[src/rtl/pll_lock_sequencer.sv]
// PLL lock sequencer: walks the loop through reset release, high-gain acquisition,
// tracking and lock, with loss-of-lock detection and a timed brake/frequency-hop phase.
module pll_lock_sequencer #(
  parameter int ERR_W        = 16,
  parameter int RESET_CYCLES = 4,
  parameter int ACQ_CYCLES   = 64,
  parameter int LOCK_TOL     = 2,
  parameter int LOCK_COUNT   = 32,
  parameter int UNLOCK_TOL   = 8,
  parameter int UNLOCK_COUNT = 4,
  parameter int BRAKE_CYCLES = 100
) (
  input  logic                    refclk,
  input  logic                    reset,
  input  logic                    en,
  input  logic signed [ERR_W-1:0] err,
  input  logic                    brake_req,
  output logic                    pll_resetn,
  output logic                    gain_hi,
  output logic                    brake,
  output logic                    locked,
  output logic                    lock_lost,
  output logic [2:0]              state
);

  typedef enum logic [2:0] {
    ST_IDLE    = 3'd0,
    ST_RELEASE = 3'd1,
    ST_ACQUIRE = 3'd2,
    ST_TRACK   = 3'd3,
    ST_LOCKED  = 3'd4,
    ST_BRAKE   = 3'd5
  } state_t;

  // One shared phase timer serves RELEASE, ACQUIRE and BRAKE.
  localparam int PHASE_MAX_A = (RESET_CYCLES > ACQ_CYCLES) ? RESET_CYCLES : ACQ_CYCLES;
  localparam int PHASE_MAX   = (PHASE_MAX_A > BRAKE_CYCLES) ? PHASE_MAX_A : BRAKE_CYCLES;
  localparam int PHASE_W     = $clog2(PHASE_MAX + 1);
  localparam int LOCK_W      = $clog2(LOCK_COUNT + 1);
  localparam int UNLOCK_W    = $clog2(UNLOCK_COUNT + 1);

  localparam logic [PHASE_W-1:0]  RESET_LAST  = PHASE_W'(RESET_CYCLES - 1);
  localparam logic [PHASE_W-1:0]  ACQ_LAST    = PHASE_W'(ACQ_CYCLES - 1);
  localparam logic [PHASE_W-1:0]  BRAKE_LAST  = PHASE_W'(BRAKE_CYCLES - 1);
  localparam logic [PHASE_W-1:0]  PHASE_TOP   = PHASE_W'(PHASE_MAX - 1);
  localparam logic [PHASE_W-1:0]  PHASE_ONE   = PHASE_W'(1);
  localparam logic [LOCK_W-1:0]   LOCK_LAST   = LOCK_W'(LOCK_COUNT - 1);
  localparam logic [LOCK_W-1:0]   LOCK_ONE    = LOCK_W'(1);
  localparam logic [UNLOCK_W-1:0] UNLOCK_LAST = UNLOCK_W'(UNLOCK_COUNT - 1);
  localparam logic [UNLOCK_W-1:0] UNLOCK_ONE  = UNLOCK_W'(1);

  localparam logic [ERR_W-1:0] ERR_ONE     = ERR_W'(1);
  localparam logic [ERR_W-1:0] ERR_MOST_NEG = {1'b1, {(ERR_W-1){1'b0}}};
  localparam logic [ERR_W-2:0] MAG_MAX     = '1;
  localparam logic [ERR_W-2:0] LOCK_TOL_V  = (ERR_W-1)'(LOCK_TOL);
  localparam logic [ERR_W-2:0] UNLOCK_TOL_V = (ERR_W-1)'(UNLOCK_TOL);

  state_t                state_reg, state_next;
  logic [PHASE_W-1:0]    phase_cnt_reg, phase_cnt_next, phase_cnt_inc;
  logic [LOCK_W-1:0]     lock_cnt_reg, lock_cnt_next, lock_cnt_inc;
  logic [UNLOCK_W-1:0]   unlock_cnt_reg, unlock_cnt_next, unlock_cnt_inc;
  logic                  pll_resetn_reg, pll_resetn_next;
  logic                  gain_hi_reg, gain_hi_next;
  logic                  brake_reg, brake_next;
  logic                  locked_reg, locked_next;
  logic                  lock_lost_reg, lock_lost_next;

  logic [ERR_W-1:0]      err_neg;
  logic [ERR_W-2:0]      err_mag;
  logic                  in_lock;
  logic                  out_lock;

  // |err| with the most-negative code clamped to the largest positive magnitude.
  always_comb begin
    err_neg = ~err + ERR_ONE;
    if (!err[ERR_W-1])
      err_mag = err[ERR_W-2:0];
    else if (err == ERR_MOST_NEG)
      err_mag = MAG_MAX;
    else
      err_mag = err_neg[ERR_W-2:0];
  end

  assign in_lock  = (err_mag <= LOCK_TOL_V);
  assign out_lock = (err_mag > UNLOCK_TOL_V);

  assign phase_cnt_inc  = (phase_cnt_reg == PHASE_TOP) ? phase_cnt_reg : phase_cnt_reg + PHASE_ONE;
  assign lock_cnt_inc   = (lock_cnt_reg == LOCK_LAST) ? lock_cnt_reg : lock_cnt_reg + LOCK_ONE;
  assign unlock_cnt_inc = (unlock_cnt_reg == UNLOCK_LAST) ? unlock_cnt_reg : unlock_cnt_reg + UNLOCK_ONE;

  always_comb begin
    state_next      = state_reg;
    phase_cnt_next  = phase_cnt_reg;
    lock_cnt_next   = lock_cnt_reg;
    unlock_cnt_next = unlock_cnt_reg;
    lock_lost_next  = lock_lost_reg;
    brake_next      = 1'b0;

    if (!en) begin
      state_next      = ST_IDLE;
      phase_cnt_next  = '0;
      lock_cnt_next   = '0;
      unlock_cnt_next = '0;
      lock_lost_next  = 1'b0;
    end else begin
      case (state_reg)
        ST_IDLE: begin
          state_next     = ST_RELEASE;
          phase_cnt_next = '0;
        end
        ST_RELEASE: begin
          if (phase_cnt_reg == RESET_LAST) begin
            state_next     = ST_ACQUIRE;
            phase_cnt_next = '0;
          end else begin
            phase_cnt_next = phase_cnt_inc;
          end
        end
        ST_ACQUIRE: begin
          if (phase_cnt_reg == ACQ_LAST) begin
            state_next     = ST_TRACK;
            phase_cnt_next = '0;
            lock_cnt_next  = '0;
          end else begin
            phase_cnt_next = phase_cnt_inc;
          end
        end
        ST_TRACK: begin
          if (brake_req) begin
            state_next     = ST_BRAKE;
            phase_cnt_next = '0;
            lock_cnt_next  = '0;
            brake_next     = 1'b1;
          end else if (in_lock) begin
            if (lock_cnt_reg == LOCK_LAST) begin
              state_next      = ST_LOCKED;
              lock_cnt_next   = '0;
              unlock_cnt_next = '0;
            end else begin
              lock_cnt_next = lock_cnt_inc;
            end
          end else begin
            lock_cnt_next = '0;
          end
        end
        ST_LOCKED: begin
          // A brake request outranks a simultaneous loss of lock.
          if (brake_req) begin
            state_next      = ST_BRAKE;
            phase_cnt_next  = '0;
            unlock_cnt_next = '0;
            brake_next      = 1'b1;
          end else if (out_lock) begin
            if (unlock_cnt_reg == UNLOCK_LAST) begin
              state_next      = ST_ACQUIRE;
              phase_cnt_next  = '0;
              unlock_cnt_next = '0;
              lock_lost_next  = 1'b1;
            end else begin
              unlock_cnt_next = unlock_cnt_inc;
            end
          end else begin
            unlock_cnt_next = '0;
          end
        end
        ST_BRAKE: begin
          if (phase_cnt_reg == BRAKE_LAST) begin
            state_next     = ST_TRACK;
            phase_cnt_next = '0;
            lock_cnt_next  = '0;
          end else begin
            phase_cnt_next = phase_cnt_inc;
          end
        end
        default: begin
          state_next      = ST_IDLE;
          phase_cnt_next  = '0;
          lock_cnt_next   = '0;
          unlock_cnt_next = '0;
          lock_lost_next  = 1'b0;
        end
      endcase
    end

    pll_resetn_next = (state_next != ST_IDLE) && (state_next != ST_RELEASE);
    gain_hi_next    = (state_next == ST_ACQUIRE);
    locked_next     = (state_next == ST_LOCKED);
  end

  always_ff @(posedge refclk or posedge reset) begin
    if (reset) begin
      state_reg      <= ST_IDLE;
      phase_cnt_reg  <= '0;
      lock_cnt_reg   <= '0;
      unlock_cnt_reg <= '0;
      pll_resetn_reg <= 1'b0;
      gain_hi_reg    <= 1'b0;
      brake_reg      <= 1'b0;
      locked_reg     <= 1'b0;
      lock_lost_reg  <= 1'b0;
    end else begin
      state_reg      <= state_next;
      phase_cnt_reg  <= phase_cnt_next;
      lock_cnt_reg   <= lock_cnt_next;
      unlock_cnt_reg <= unlock_cnt_next;
      pll_resetn_reg <= pll_resetn_next;
      gain_hi_reg    <= gain_hi_next;
      brake_reg      <= brake_next;
      locked_reg     <= locked_next;
      lock_lost_reg  <= lock_lost_next;
    end
  end

  assign pll_resetn = pll_resetn_reg;
  assign gain_hi    = gain_hi_reg;
  assign brake      = brake_reg;
  assign locked     = locked_reg;
  assign lock_lost  = lock_lost_reg;
  assign state      = state_reg;

endmodule

[config.mk]
export PLATFORM = sky130hd
export DESIGN_NAME = pll_lock_sequencer
export DESIGN_NICKNAME = d
export VERILOG_FILES = /design/src/rtl/pll_lock_sequencer.sv
export SDC_FILE = /design/constraint.sdc
export NUM_CORES = 1
export LEC_CHECK = 0
export CAP_MARGIN = 30
export CORE_UTILIZATION = 42
export CTS_CLUSTER_DIAMETER = 100
export CTS_CLUSTER_SIZE = 24
export DETAILED_ROUTE_END_ITERATION = 16
export PLACE_DENSITY = 0.66
export SLEW_MARGIN = 20
export SYNTH_ARGS = -nofsm -noshare
export SYNTH_HDL_FRONTEND = slang
export SYNTH_SLANG_ARGS = --single-unit
[constraint.sdc]
create_clock -name refclk -period 2.76 [get_ports refclk]
set_input_delay 0.69 -clock refclk [delete_from_list [all_inputs] [get_ports refclk]]
set_output_delay 0.69 -clock refclk [all_outputs]
set_load 0.03 [all_outputs]
==> results of run 1 <==
[per-stage QoR]
stage | util [%] | setup WS, ns | instances | power [mW] | setup TNS [ns]
after floorplan | - | -0.187 | 280 | 0.464 | -0.921
after global placement | 58.0 | -0.663 | 402 | 0.555 | -13.52
after CTS | 61.8 | -0.116 | 414 | 0.877 | -0.395
final | 63.9 | -0.0355 | 417 | 0.891 | -0.0658
after detailed placement | 58.0 | -0.789 | 402 | 0.557 | -14.89
after global routing | 63.9 | -0.159 | 417 | 0.926 | -1.08
[where the power goes]
part           total [mW]  switching, mW  internal (mW)
Combinational       0.221          0.111          0.110
Clock               0.314          0.120          0.194
Sequential          0.357        0.00388          0.353
[cell type report]
type	count	area, µm²
sequential	24	601
fill	448	1760
inverter	20	80.1
clock inverter	1	30.0
tap	67	83.8
timing repair buffer	79	649
clock buffer	3	41.3
multi-input combinational	223	1630
[cell usage in the layout, fill, tap and decap left out, types with 3 or more instances in the layout]
cell	Yosys	layout
nand3_1	12	12
nor3_1	14	12
dfrtp_1	24	24
clkbuf_2	0	3
buf_4	1	50
clkbuf_8	0	3
nand2b_1	8	7
nor2_1	19	18
o211ai_1	4	4
o21ai_1	7	7
dlygate4sd2_1	0	3
and3_1	8	8
o21ai_0	9	9
nand4_1	6	6
a21oi_1	14	12
nor2b_1	10	10
inv_1	20	18
clkdlybuf4s50_1	0	15
a211oi_1	5	4
ha_1	5	4
or3_1	5	4
nand2_1	28	28
[cells by family (layout without fill, tap and decap cells)]
| family | count (synthesis) | after routing |
|---|---|---|
| flip-flops | 24 | 24 |
| XOR/XNOR | 2 | 2 |
| AO/OA/AOI/OAI | 79 | 79 |
| multiplexers | 3 | 3 |
| buffers and inverters | 33 | 103 |
| AND/OR/NAND/NOR | 134 | 134 |
| adder cells (fa/ha/maj) | 5 | 5 |
[how the worst max path moves through the flow]
stage	end	slack (ns)	cells past startpoint
floorplan	pll_resetn$_DFF_PP0_	-0.19	11
global placement	pll_resetn$_DFF_PP0_	-0.66	11
detailed placement	pll_resetn$_DFF_PP0_	-0.79	11
CTS	pll_resetn$_DFF_PP0_	-0.12	11
global route	pll_resetn$_DFF_PP0_	-0.16	10
finish	pll_resetn$_DFF_PP0_	-0.04	10
[worst max-delay path, delay by kind of cell]
kind                   cells  cell delay, ns
AOI/OAI and AO/OA          7            1.64
buffers and inverters      2            0.39
and+or+nand+nor            1            0.21
[per-layer routing]
layer	share of wire [%]	vias up
met2	49	55
met1	46	1101
li1	-	1189
met4	0.95	0
met5	0	-
met3	4.0	7
[what timing repair did]
| item | 4_1_cts | 5_1_grt |
|---|---|---|
| setup buffers | 8 | 5 |
| resized for setup | 36 | 31 |
| setup endpoints to repair | 23 | 23 |
| pin swaps | 20 | 23 |
==> impl_metrics.ini, run 1 <==
[synthesis]
synth_top_family_by_area = simple AND/OR/NAND/NOR gates
synth_cell_types = 71
synthMuxAreaShare_pct = 1.65
synthCells = 280
yosysMostFrequentCell = nand2_1
synth_compound_area_share_pct = 26.8
post_synth_and_or_nand_nor_area_fraction_pct = 34.6
ys_ff_latch = 24
async_flop_share_pct = 100
yosys.area_share.adder_pct = 2.85
synth-edff-count = 0
synthTopCellsByCount = 28 x nand2_1, 24 x dfrtp_1, 20 x inv_1
ys.flop_type = dfrtp_1
synth_nets = 305
syn_area_um2 = 2190
synth.avg_cell_area_um2 = 7.83
synth_top_area_cell = dfrtp_1
ys_seq_area_share_pct = 27.4
synth.area.top_cells = dfrtp_1 27%, nand2_1 4.8%, inv_1 3.4%
yosysWarnings = 0
synth_xor_xnor_area_share_pct = 0.799
synth_top_area_share_pct = 27.4

[die]
ios = 28
row_count = 25
core_area_um2 = 4880
start_util_pct = 44.9
die-area_um2 = 5520
die_w_um = 74.3
chipHeight_um = 74.3

[outcome]
outcome = complete, but fails checks
violations = negative setup slack

[cts]
htreeDepth = 1
cts_inserted_buffers = 3
clock_sinks = 24
clk_latency_ns = 0.27
cts_tree = done
clockBufferDepth = 2
clkSlewWorstSetupHoldPaths_ns = 0.09
cts-root-buf = clkbuf_8
postCtsHoldBufs = 0

[global_routing]
grt_max_degree = 25
grt_usage_pct = 22.6
grt_use_met3_pct = 2.85
grt_antenna_before_repair = 0
first_global_vias = 2132
grtUsageMet1_pct = 32.0
use_met2_pct = 37.4
gr-total-overflow = 0
grt_pass1_wl_mm = 9.69
top_usage_layer = met2

[finish]
n_antenna_cell = 0
drive_above_1_share_pct = 30.0
syn_to_final_growth_pct = 42.1
largest_register_ffs = 7
nets = 376
final_area_um2 = 3120

[sta]
setup-violations-final = 2
finalMaxSlewViolations = 0
slew_headroom_pct = 68.5
fin_crit_ns = 2.80
clock.fmax_mhz = 358
worst_slew_pin_slew_ns = 0.473
finalCritPeriodShare_pct = 101
whs_ns = 0.484
fin_ws_ns = -0.0355
hold_viol = 0
clock_skew_ns = 0.00482
rsz0062_at_grt = true

[worst_setup_path]
r2r-end = phase_cnt_reg[0]$_DFFE_PP0P_
cp-end-kind = flop
worstPathCellList = buf_2 -> buf_4 -> o2bb2ai_1 -> a222oi_1 -> o311ai_1 -> a211oi_2 -> nand4_1 -> o311ai_1 -> o211a_1 -> o211ai_1
cp.required_ns = 2.90
critPathSlowestCell = a222oi_1
criticalPathCategory = input port to flop
r2r.worst_path.cells = 10
cp.arrival_ns = 2.94
startpoint = err[2]
ff2ff_setup_slack_ns = 0.39
timing.critical_path.mode_cell = o311ai_1
cp-start-kind = input port
crit_fanout = 7
regToRegStartpoint = phase_cnt_reg[1]$_DFFE_PP0P_
crit_path_max_incr_delay_ns = 0.47

[hold_path]
hold_path.class = flop to flop
worstHoldStart = unlock_cnt_reg[0]$_DFFE_PP0P_
whs_endpoint = unlock_cnt_reg[0]$_DFFE_PP0P_
whs_path_depth = 1

[placed_design]
postPlaceCellArea_um2 = 2830
globalplace.congestion = 0.813
port_buffers = 27
hpwl_mm = 4.35

[routing]
vias = 2352
drt_iter0_drc = 195
drtAntennaViolNets = 0
drt_first_pass_iters = 7
drcViolationCount = 0
viasPerCell = 5.64
routedWlPerCell_um = 14.4
drt_wl_total_mm = 6.01

[power_and_ir_drop]
ir_drop_mv = 0.208
p_leak_nw = 1.30
powerDensity_nw_per_um2 = 286

[run]
cap_violations = 0
No activity file was read; power rests on OpenSTA's default activity.
==> run 2: changes to the inputs <==
CORE_UTILIZATION = 50   (was 42)
CTS_BUF_LIST = sky130_fd_sc_hd__clkbuf_4 sky130_fd_sc_hd__clkbuf_8   (was not set)
PLACE_DENSITY = 0.76   (was 0.66)
==> run 2 against run 1 <==
The flow still finishes with violations (negative setup slack). Sequential cell count did not move. Utilization rose by 12 points. Sequential share of layout area rose by 0.078 points. Register-to-register slack improved by 0.02 ns. Worst hold slack improved by 0.019 ns. Critical endpoint unchanged. Largest cell class unchanged. Highest routed layer unchanged.
==> impl_metrics.ini, run 2 (same netlist as run 1, synthesis figures left out) <==
[outcome]
outcome = complete, but fails checks
violations = negative setup slack

[sta]
slew_headroom_pct = 70.8
rsz0062_at_grt = true
clock_skew_ns = 0.00220
fin_crit_ns = 2.80
finalMaxSlewViolations = 0
setup-violations-final = 3
finalCritPeriodShare_pct = 101
clock.fmax_mhz = 357
hold_viol = 0
whs_ns = 0.503
fin_ws_ns = -0.0382
worst_slew_pin_slew_ns = 0.434

[power_and_ir_drop]
p_int_mw = 0.657
switchingPower_mw = 0.227
powerDensity_nw_per_um2 = 285
sw_frac_of_total_pct = 25.7
ir_drop_mv = 0.279
p_leak_nw = 1.30
combPwrFrac_pct = 24.9
seqPwrFrac_pct = 40.4
clockPowerShare_pct = 34.7

[worst_setup_path]
cp.arrival_ns = 2.93
criticalPathCategory = input port to flop
crit_path_max_incr_delay_ns = 0.33
critPathSlowestCell = o311ai_2
cp.required_ns = 2.89
cp-start-kind = input port
crit_fanout = 6
path_delay_family = compound AO/OA/AOI/OAI gates
timing.critical_path.mode_cell = buf_6
path_depth = 14
cp-end-kind = flop
worstPathCellList = buf_8 -> inv_4 -> ha_4 -> buf_6 -> buf_6 -> nand2b_4 -> a222oi_1 -> buf_4 -> o311ai_4 -> a211oi_2 -> nand4_1 -> o311ai_2 -> o211a_4 -> o211ai_1
r2r.worst_path.cells = 10
path_buf_inv = 5

[placed_design]
globalplace.congestion = 0.877
dp.cells = 387
hpwl_mm = 4.37
dpl_worst_slack_ns = -0.760
postPlaceCellArea_um2 = 2820
port_buffers = 27

[global_routing]
first_global_vias = 2207
grt_pass1_wl_mm = 9.62
grt_usage_pct = 26.9
grt_antenna_before_repair = 0
grt_max_degree = 25
gr-total-overflow = 0

[run]
cap_violations = 0

[die]
start_util_pct = 53.3
die-area_um2 = 4660
die_w_um = 68.2
chipHeight_um = 68.2
row_count = 23
core_area_um2 = 4120
ios = 28

[cts]
postCtsHoldBufs = 0
clockBufferDepth = 2
clk_latency_ns = 0.27
clock_sinks = 24
clkSlewWorstSetupHoldPaths_ns = 0.08
cts_inserted_buffers = 3
cts_tree = done
cts-root-buf = clkbuf_8
htreeDepth = 1

[finish]
syn_to_final_growth_pct = 41.5
layout_common_cells = 48 x buf_4, 28 x nand2_1, 24 x dfrtp_1, 18 x nor2_1, 18 x inv_1
final_common_cell = buf_4
drive_above_1_share_pct = 28.4
n_antenna_cell = 0
nets = 375
num-fill-cells = 305
largest_register_ffs = 7
final_area_um2 = 3100
instances_no_fill = 399

[routing]
drcViolationCount = 0
drt_iter0_drc = 167
drt_first_pass_iters = 5
viasPerCell = 6.01
routedWlPerCell_um = 14.8
drtAntennaViolNets = 0
vias = 2397
drt_wl_total_mm = 5.92

[hold_path]
hold_path.class = flop to flop
whs_path_depth = 1
## run 2: cell count changes in the layout (fill, tap and decap cells not counted), sizes merged
cell           delta
clkdlybuf4s50     +1
dlygate4sd2       +4
clkdlybuf4s15     -2
buf               -1
clkbuf            -3
## run 2: layer usage
metal	routed length, µm	part of all wire (%)	global-route usage (%)	up-vias
li1	-	-	-	1192
met1	2780	47	35.5	1157
met2	2910	49	46.1	42
met3	192	3.2	4.50	6
met4	37	0.63	4.69	0
met5	0	0	0	-
## run 2: layout make-up
type	instances	area [µm²]	area share [%]
clock inverters	1	30.0	0.967
flip-flops and latches	24	601	19.3
repair buffers	78	656	21.1
inverters	20	80.1	2.58
clock buffers	3	41.3	1.33
multi-input cells	223	1630	52.6
well taps	50	62.6	2.02
## run 2: what timing repair did
action                     in CTS  in global routing
gates resized for setup        35                 23
setup buffers                   7                  1
pin swaps                      16                 11
setup endpoints to repair      23                 20
## run 2: power groups by stage
stage	Combinational [mW]	Clock [mW]	Sequential [mW]
final	0.220	0.307	0.357
after global routing	0.240	0.325	0.357
after CTS	0.204	0.312	0.357
after detailed placement	0.194	0	0.364
after global placement	0.190	0	0.364
after floorplan	0.101	0	0.363
## run 2: through the flow
stage | setup TNS [ns] | util, % | power [mW]
after global placement | -13.39 | 68.6 | 0.554
after global routing | -1.51 | 75.4 | 0.922
after CTS | -0.204 | 73.1 | 0.873
after detailed placement | -15.10 | 68.6 | 0.558
after floorplan | -0.921 | - | 0.464
final | -0.0766 | 75.4 | 0.884
## run 2: path summary, 6_finish.rpt
check	start	end	slack (ns)
max	err[1]	pll_resetn$_DFF_PP0_	-0.04
min	unlock_cnt_reg[0]$_DFFE_PP0P_	unlock_cnt_reg[0]$_DFFE_PP0P_	0.50
max reg2reg	phase_cnt_reg[1]$_DFFE_PP0P_	phase_cnt_reg[0]$_DFFE_PP0P_	0.41
min reg2reg	unlock_cnt_reg[0]$_DFFE_PP0P_	unlock_cnt_reg[0]$_DFFE_PP0P_	0.50
max in group asynchronous	reset	state[0]$_DFF_PP0_	1.77
min in group asynchronous	reset	phase_cnt_reg[1]$_DFFE_PP0P_	0.76
==> run 3: changes to the inputs <==
CORE_MARGIN = 3   (was not set)
==> run 3 against run 2 <==
The flow still finishes with violations (negative setup slack). Combinational power shrank 3%. Die area grew 12%. Sequential cell count is the same. Worst hold slack gained 0.0058 ns. Routed wire length grew 2.9%. Utilization shrank 1.2 points. Fmax shrank 1.2%. Sequential power is essentially flat. Largest cell class unchanged. Non-clock buffer count shrank 5. Clock power is essentially flat.
==> impl_metrics.ini, run 3 (same netlist as run 1, synthesis figures left out) <==
[hold_path]
hold_path.class = flop to flop

[routing]
routedWlPerCell_um = 15.5
drcViolationCount = 0
vias = 2386
viasPerCell = 6.06
drtAntennaViolNets = 0
drt_first_pass_iters = 4
drt_wl_total_mm = 6.09
drt_iter0_drc = 238

[cts]
clockBufferDepth = 2
postCtsHoldBufs = 0
clkSlewWorstSetupHoldPaths_ns = 0.09
cts_inserted_buffers = 3
cts-root-buf = clkbuf_8
htreeDepth = 1
cts_tree = done
clock_sinks = 24
clk_latency_ns = 0.27

[run]
cap_violations = 0

[finish]
nets = 370
n_antenna_cell = 0
largest_register_ffs = 7
num-fill-cells = 329
syn_to_final_growth_pct = 39.2
layout_common_cells = 45 x buf_4, 27 x nand2_1, 24 x dfrtp_1, 18 x nor2_1, 18 x inv_1
drive_above_1_share_pct = 28.5
final_common_cell = buf_4

[die]
die_w_um = 72.2
start_util_pct = 53.3
ios = 28
die-area_um2 = 5220
core_area_um2 = 4120
row_count = 23
chipHeight_um = 72.2

[worst_setup_path]
startpoint = err[0]
worstPathCellList = buf_8 -> inv_4 -> ha_4 -> or3b_4 -> buf_4 -> buf_4 -> nor3b_4 -> a31oi_2 -> nand2_1 -> and4b_2 -> a21bo_4 -> a21oi_4 -> o211ai_1
r2r.worst_path.cells = 10
ff2ff_setup_slack_ns = 0.37
criticalPathCategory = input port to flop
cp.required_ns = 2.90
cp.arrival_ns = 2.97
regToRegStartpoint = phase_cnt_reg[1]$_DFFE_PP0P_
r2r-end = phase_cnt_reg[0]$_DFFE_PP0P_
cp-start-kind = input port
timing.critical_path.mode_cell = buf_4
critPathSlowestCell = or3b_4
crit_path_end = phase_cnt_reg[1]$_DFFE_PP0P_
crit_fanout = 7
cp-end-kind = flop
crit_path_max_incr_delay_ns = 0.39

[sta]
clock.fmax_mhz = 353
finalMaxSlewViolations = 0
setup-violations-final = 11
slew_headroom_pct = 69.8
fin_ws_ns = -0.0723
whs_ns = 0.508
finalCritPeriodShare_pct = 103
fin_crit_ns = 2.83
rsz0062_at_grt = true
clock_skew_ns = 0.00771
worst_slew_pin_slew_ns = 0.451
hold_viol = 0

[power_and_ir_drop]
powerDensity_nw_per_um2 = 287
ir_drop_mv = 0.314
p_leak_nw = 1.30

[placed_design]
globalplace.congestion = 0.890
dpl_worst_slack_ns = -0.696
hpwl_mm = 4.36
port_buffers = 27

[global_routing]
first_global_vias = 2278
grt_max_degree = 25
grt_pass1_wl_mm = 10.3
grt_antenna_before_repair = 0
grt_usage_pct = 23.9
gr-total-overflow = 0

[outcome]
violations = negative setup slack
outcome = complete, but fails checks
run 3: critical path, delay by kind of cell:
kind / cells / cell delay (ns)
AOI/OAI and AO/OA: 4 / 0.78
and+or+nand+nor: 4 / 0.95
buffers and inverters: 4 / 0.41
adders and majority gates: 1 / 0.13
run 3: how the worst min path moves through the flow:
stage                                        from                            end  cells past startpoint
finish                      lock_lost$_DFFE_PP0P_          lock_lost$_DFFE_PP0P_                      1
global route        unlock_cnt_reg[0]$_DFFE_PP0P_  unlock_cnt_reg[0]$_DFFE_PP0P_                      1
global placement    unlock_cnt_reg[0]$_DFFE_PP0P_  unlock_cnt_reg[0]$_DFFE_PP0P_                      1
CTS                 unlock_cnt_reg[0]$_DFFE_PP0P_  unlock_cnt_reg[0]$_DFFE_PP0P_                      1
floorplan           unlock_cnt_reg[0]$_DFFE_PP0P_  unlock_cnt_reg[0]$_DFFE_PP0P_                      1
detailed placement  unlock_cnt_reg[0]$_DFFE_PP0P_  unlock_cnt_reg[0]$_DFFE_PP0P_                      1
run 3: area by class of cell:
| cell class | instances | area [µm²] | share of cell area, % |
|---|---|---|---|
| timing repair buffer | 73 | 607 | 19.9 |
| multi-input combinational | 223 | 1630 | 53.5 |
| sequential | 24 | 601 | 19.7 |
| clock buffer | 3 | 41.3 | 1.35 |
| tap | 50 | 62.6 | 2.05 |
| inverter | 20 | 80.1 | 2.62 |
| clock inverter | 1 | 30.0 | 0.983 |
run 3: power breakdown:
part / switching (mW) / internal [mW] / total (mW)
combinational: 0.111 / 0.102 / 0.213
sequential: 0.00389 / 0.353 / 0.357
clock: 0.112 / 0.194 / 0.306
total: 0.227 / 0.649 / 0.876
run 3: per-layer routing:
metal | vias up | GRT usage [%] | part of all wire (%)
met5 | - | 0 | 0
li1 | 1185 | - | -
met3 | 6 | 3.88 | 3.7
met2 | 55 | 42.2 | 51
met1 | 1140 | 31.4 | 45
met4 | 0 | 3.55 | 0.66
run 3: metrics by stage:
stage / instance area [µm²] / power (mW) / setup TNS, ns / instances / utilization [%]
floorplan: 2250 / 0.464 / -0.921 / 280 / -
global placement: 2800 / 0.552 / -13.28 / 384 / 68.0
detailed placement: 2800 / 0.556 / -13.66 / 384 / 68.0
CTS: 2950 / 0.868 / -0.271 / 392 / 71.7
global route: 3050 / 0.915 / -1.85 / 394 / 74.2
finish: 3050 / 0.876 / -0.403 / 394 / 74.2
run 3: timing repair:
item	4_1_cts	5_1_grt
pin swaps	17	17
gates cloned	0	0
setup buffers	4	2
setup endpoints to repair	23	22
resized for setup	31	32
